`src/rtl/press_pkg.sv`:
```
// Shared types and default timing for the press decoder slice.
// Counter sizing helper keeps the decoder and its testbench consistent.
package press_pkg;

  typedef enum logic [2:0] {
    IDLE   = 3'd0,
    PRESS1 = 3'd1,
    HOLD   = 3'd2,
    GAP    = 3'd3,
    PRESS2 = 3'd4
  } press_state_t;

  localparam int unsigned LONG_CYCLES_DEF   = 32'd64;
  localparam int unsigned GAP_CYCLES_DEF    = 32'd32;
  localparam int unsigned REPEAT_CYCLES_DEF = 32'd16;

  // Width of a counter that must reach (largest threshold - 1), at least 1 bit.
  function automatic int unsigned cnt_width(input int unsigned a,
                                            input int unsigned b,
                                            input int unsigned c);
    int unsigned m;
    m = a;
    if (b > m) m = b;
    else m = m;
    if (c > m) m = c;
    else m = m;
    if ($clog2(m) < 1) return 32'd1;
    else return $clog2(m);
  endfunction

endpackage

```
`src/rtl/level_edge.sv`:
```
// Edge detector for the debounced button level. The history register resets
// to 1 so a button already held when reset releases produces no rise.
module level_edge (
  input  logic clk,
  input  logic reset,
  input  logic level,
  output logic rise,
  output logic fall
);

  logic prev_level_r;

  // Previous-level history register.
  always_ff @(posedge clk or posedge reset) begin
    if (reset) prev_level_r <= 1'b1;
    else       prev_level_r <= level;
  end

  assign rise = level & ~prev_level_r;
  assign fall = ~level & prev_level_r;

endmodule

```
`src/rtl/press_decoder.sv`:
```
// Classifies a debounced button level into one-shot short, double, long and
// auto-repeat event pulses using one shared cycle counter.
module press_decoder
  import press_pkg::*;
#(
  parameter int unsigned LONG_CYCLES   = LONG_CYCLES_DEF,
  parameter int unsigned GAP_CYCLES    = GAP_CYCLES_DEF,
  parameter int unsigned REPEAT_CYCLES = REPEAT_CYCLES_DEF
) (
  input  logic clk,
  input  logic reset,
  input  logic btn_level,
  output logic short_press,
  output logic double_press,
  output logic long_press,
  output logic repeat_pulse,
  output logic busy
);

  localparam int unsigned CNT_W = cnt_width(LONG_CYCLES, GAP_CYCLES, REPEAT_CYCLES);
  localparam logic [CNT_W-1:0] LONG_LAST   = CNT_W'(LONG_CYCLES - 32'd1);
  localparam logic [CNT_W-1:0] GAP_LAST    = CNT_W'(GAP_CYCLES - 32'd1);
  localparam logic [CNT_W-1:0] REPEAT_LAST = CNT_W'(REPEAT_CYCLES - 32'd1);
  localparam logic [CNT_W-1:0] CNT_ZERO    = CNT_W'(32'd0);
  localparam logic [CNT_W-1:0] CNT_ONE     = CNT_W'(32'd1);

  press_state_t     state_r, state_next_s;
  logic [CNT_W-1:0] cnt_r, cnt_next_s;
  logic             rise_s, fall_s;
  logic             short_s, double_s, long_s, repeat_s;
  logic             short_r, double_r, long_r, repeat_r, busy_r;

  level_edge u_level_edge (
    .clk   (clk),
    .reset (reset),
    .level (btn_level),
    .rise  (rise_s),
    .fall  (fall_s)
  );

  // State, counter and registered event outputs.
  always_ff @(posedge clk or posedge reset) begin
    if (reset) begin
      state_r  <= IDLE;
      cnt_r    <= CNT_ZERO;
      short_r  <= 1'b0;
      double_r <= 1'b0;
      long_r   <= 1'b0;
      repeat_r <= 1'b0;
      busy_r   <= 1'b0;
    end else begin
      state_r  <= state_next_s;
      cnt_r    <= cnt_next_s;
      short_r  <= short_s;
      double_r <= double_s;
      long_r   <= long_s;
      repeat_r <= repeat_s;
      busy_r   <= (state_next_s != IDLE);
    end
  end

  // Next-state selection; edges take priority over counter thresholds.
  always_comb begin
    state_next_s = state_r;
    case (state_r)
      IDLE: begin
        if (rise_s) state_next_s = PRESS1;
        else        state_next_s = IDLE;
      end
      PRESS1: begin
        if (fall_s)                  state_next_s = GAP;
        else if (cnt_r == LONG_LAST) state_next_s = HOLD;
        else                         state_next_s = PRESS1;
      end
      HOLD: begin
        if (fall_s) state_next_s = IDLE;
        else        state_next_s = HOLD;
      end
      GAP: begin
        if (rise_s)                 state_next_s = PRESS2;
        else if (cnt_r == GAP_LAST) state_next_s = IDLE;
        else                        state_next_s = GAP;
      end
      PRESS2: begin
        if (fall_s) state_next_s = IDLE;
        else        state_next_s = PRESS2;
      end
      default: state_next_s = IDLE;
    endcase
  end

  // Event pulses and counter update; the counter clears on every state entry.
  always_comb begin
    short_s    = 1'b0;
    double_s   = 1'b0;
    long_s     = 1'b0;
    repeat_s   = 1'b0;
    cnt_next_s = cnt_r;
    case (state_r)
      IDLE: cnt_next_s = CNT_ZERO;
      PRESS1: begin
        if (fall_s) cnt_next_s = CNT_ZERO;
        else if (cnt_r == LONG_LAST) begin
          long_s     = 1'b1;
          cnt_next_s = CNT_ZERO;
        end else cnt_next_s = cnt_r + CNT_ONE;
      end
      HOLD: begin
        if (fall_s) cnt_next_s = CNT_ZERO;
        else if (cnt_r == REPEAT_LAST) begin
          repeat_s   = 1'b1;
          cnt_next_s = CNT_ZERO;
        end else cnt_next_s = cnt_r + CNT_ONE;
      end
      GAP: begin
        if (rise_s) cnt_next_s = CNT_ZERO;
        else if (cnt_r == GAP_LAST) begin
          short_s    = 1'b1;
          cnt_next_s = CNT_ZERO;
        end else cnt_next_s = cnt_r + CNT_ONE;
      end
      PRESS2: begin
        if (fall_s) begin
          double_s   = 1'b1;
          cnt_next_s = CNT_ZERO;
        end else cnt_next_s = cnt_r;
      end
      default: cnt_next_s = CNT_ZERO;
    endcase
  end

  assign short_press  = short_r;
  assign double_press = double_r;
  assign long_press   = long_r;
  assign repeat_pulse = repeat_r;
  assign busy         = busy_r;

endmodule

```
`config.mk`:
```
export PLATFORM = sky130hd
export DESIGN_NAME = press_decoder
export DESIGN_NICKNAME = d
export VERILOG_FILES = /design/src/rtl/press_pkg.sv /design/src/rtl/level_edge.sv /design/src/rtl/press_decoder.sv
export SDC_FILE = /design/constraint.sdc
export NUM_CORES = 1
export LEC_CHECK = 0
export BUFFER_PORTS_ARGS = -buffer_cell sky130_fd_sc_hd__buf_2
export CAP_MARGIN = 20
export CORE_MARGIN = 4
export CORE_UTILIZATION = 35
export CTS_BUF_LIST = sky130_fd_sc_hd__clkbuf_16
export DETAILED_ROUTE_END_ITERATION = 16
export GPL_TIMING_DRIVEN = 0
export SYNTH_ARGS = -nofsm -noshare
export SYNTH_HDL_FRONTEND = slang
export SYNTH_SLANG_ARGS = --single-unit
```
`constraint.sdc`:
```
create_clock -name clk -period 1.9 [get_ports clk]
set_input_delay 0.19 -clock clk [delete_from_list [all_inputs] [get_ports clk]]
set_output_delay 0.19 -clock clk [all_outputs]
set_load 0.005 [all_outputs]
```
==> flow_summary_export.csv <==
group,metric,value,unit
timing,tightest_slew,0.5709,ns
timing,setup_violations,0,
final_layout,regArea,376.6,um^2
outcome,violations,"negative hold slack",
routing,via_count,698,
die,die_w,56.13,um
timing,maxSlewViolCount,0,
yosys,synthCells,88,
timing,rsz0062_at_grt,"no",
critical_path,crit_chain,"ha_1, and4_4, a21o_1, a221o_1, or3_1",
die,ios,8,
timing,finClkSkew,0.002069,ns
die,core,2212,um^2
clocking,clock_sinks,15,
die,die_h,56.13,um
clocking,clkLatencyLatePin,0.24,ns
routing,drtPass1Iterations,4,
power,p_per_area,1278,nW/um^2
grt,antenna_found_initial,0,
grt,grt_pass1_wl,2794,um
critical_path,critPathTopFamily,"simple AND/OR/NAND/NOR gates",
timing,hold_ws,-0.005332,ns
critical_path,path_buf_inv,0,
outcome,outcome,"finished with violations",
timing,hold_viol,14,
critical_path,crit_required,2.02,ns
final_layout,final_nets,104,
timing,period_share,95.37,%
grt,grt_max_degree,16,
yosys,synth_nets,92,
clocking,clk_pin_slew_worst_paths,0.05,ns
timing,max_freq,551.9,MHz
final_layout,final-instance-count-excl-fill,127,
grt,grt_pass1_vias,649,
critical_path,critPathCaptureType,"flip-flop",
final_layout,fill_cells,223,
timing,slew_headroom,61.90,%
grt,grt-ovfl-total,0,
clocking,ctsLongestPathBuffers,2,
routing,drt_iter0_drc,16,
yosys,ys_types,36,
yosys,seq_area_frac_synth,46.45,%
routing,viasPerCell,5.496,
routing,drc,0,
die,rows,17,
final_layout,fin_area,964.7,um^2
clocking,htreeDepth,1,
power,leakage,0.4365,nW
critical_path,cp_slowest_cell,"dfrtp_1",
routing,wl,1658,um
critical_path,critPathLaunchType,"flip-flop",
critical_path,critPathKind,"reg2reg",
yosys,synthTopCellsByArea,"dfrtp_1, nand2_1, nor2_1",
power,p_total,0.001233,W
critical_path,crit_fanout,5,
die,dieArea,3151,um^2
yosys,synthFlopType,"dfrtp_1",
clocking,ctsHoldBuffers,0,
timing,min_period,1.812,ns
yosys,ys_seq_elements,15,
yosys,syn_area_per_cell,9.213,um^2
routing,post_drt_wl_per_cell,13.06,um
power,ir_drop,0.4645,mV
placed_design,gp_congestion,0.8070,
clocking,root_buffer,"clkbuf_16",
final_layout,multiInputGateArea,405.4,um^2
clocking,cts_tree,"built",
yosys,yosys-top-cells-count,"dfrtp_1, nand2_1, nor2_1, o21ai_0",
placed_design,portBuffers,7,
critical_path,cp_slowest_stage_delay,0.39,ns
job,maxCapViolCount,0,
yosys,synth_area,810.8,um^2
timing,fin_setup_tns,0,ns
die,start_util,36.65,%
final_layout,antenna_cells,0,
yosys,synth_edf_count,0,
placed_design,placed_area,880.8,um^2
placed_design,dp_hpwl,1187,um
yosys,synth-async-reset-ratio,100.0,%
hold_path,min_path_type,"in2async",
placed_design,placed_cells,123,
yosys,synth_most_common_cell,"dfrtp_1",
yosys,yosys_warnings,0,
grt,grtUsageTotal,11.46,%
final_layout,drive_gt1_share,17.17,%
yosys,synth_top_area_share,43.21,%
critical_path,cp_data_arrival_time,1.93,ns
clocking,cts_inserted_buffers,3,
final_layout,synthToLayoutAreaGrowth,18.98,%
routing,drtAntennaViolNets,0,
yosys,synth_largest_area_cell,"dfrtp_1",
cell usage in the layout, fill, tap and decap left out, drive strengths merged, types with 2 or more instances in the layout:
| cell type | Yosys | routed |
|---|---|---|
| a21oi | 5 | 5 |
| buf | 1 | 8 |
| clkbuf | 1 | 4 |
| dfrtp | 14 | 14 |
| inv | 5 | 6 |
| nand2 | 12 | 12 |
| nand2b | 3 | 3 |
| nand3 | 2 | 2 |
| nor2 | 9 | 9 |
| nor2b | 2 | 2 |
| nor3 | 4 | 4 |
| o211ai | 2 | 2 |
| o21ai | 6 | 6 |
| o22ai | 2 | 2 |
| o311ai | 2 | 2 |
power by group:
group	switching, W	internal, W	total [W]
Clock	0.000123	0.000278	0.000401
Sequential	0.0000530	0.000379	0.000432
Combinational	0.000229	0.000171	0.000400
kinds of logic (layout without fill, tap and decap cells):
kind of cell | Yosys count | in the layout | share of synthesized area [%]
AND/OR/NAND/NOR | 40 | 40 | 26.85
AO/OA/AOI/OAI | 25 | 25 | 20.99
adder cells (fa/ha/maj) | 1 | 1 | 1.543
flip-flops | 15 | 15 | 46.45
buffers and inverters | 7 | 18 | 4.166
state kept, by name (all words and copies together), names as in the netlist:
| name | count |
|---|---|
| repeat_pulse | 1 |
| busy | 1 |
| state_r | 3 |
| u_level_edge.prev_level_r | 1 |
| double_press | 1 |
| short_press | 1 |
| cnt_r | 6 |
| long_press | 1 |
worst paths after layout:
kind / slack [ns] / cells past startpoint / to / startpoint
setup reg to reg: 0.09 / 5 / busy / cnt_r[0]
setup / recovery: 0.09 / 5 / busy / cnt_r[0]
hold reg to reg: 0.50 / 2 / cnt_r[1] / cnt_r[1]
min in group clk: 0.09 / 1 / u_level_edge.prev_level_r / btn_level
hold / removal: -0.005 / 2 / repeat_pulse / reset
max in group asynchronous: 1.53 / 2 / u_level_edge.prev_level_r / reset
metal layers:
metal	routed length, um	vias up	track usage, %
li1	-	342	-
met1	723	331	13.62
met2	788	20	18.03
met3	101	5	3.248
met4	45	0	7.119
met5	0	-	0
stage by stage:
stage                     setup WS (ns)  util, %
final                           0.08792    43.61
after global routing           0.003635    43.61
after CTS                       0.07455    43.38
after detailed placement        0.08992    39.82
after global placement           0.1100    39.82
after floorplan                  0.1751        -
layout make-up:
type	instances	share of cell area [%]
Sequential cell	15	39.04
Multi-Input combinational cell	66	42.02
Timing Repair Buffer	7	3.632
Tap cell	28	3.632
Inverter	5	1.946
Buffer	2	1.556
Clock buffer	3	7.782
Clock inverter	1	0.3891
worst register-to-register path: cells and delay by family, from the launching register on:
kind | cells | cell delay [ns]
simple gates | 2 | 0.54
fa+ha+maj | 1 | 0.25
compound gates | 2 | 0.51
flops | 1 | 0.39
repair_timing:
item | CTS | global route
hold endpoints to repair | 0 | 0
setup buffers | 0 | 0
endpoints found under the setup margin | 0 | 3
gates resized for setup | 0 | 3
Power figures use the tool's default switching activity.
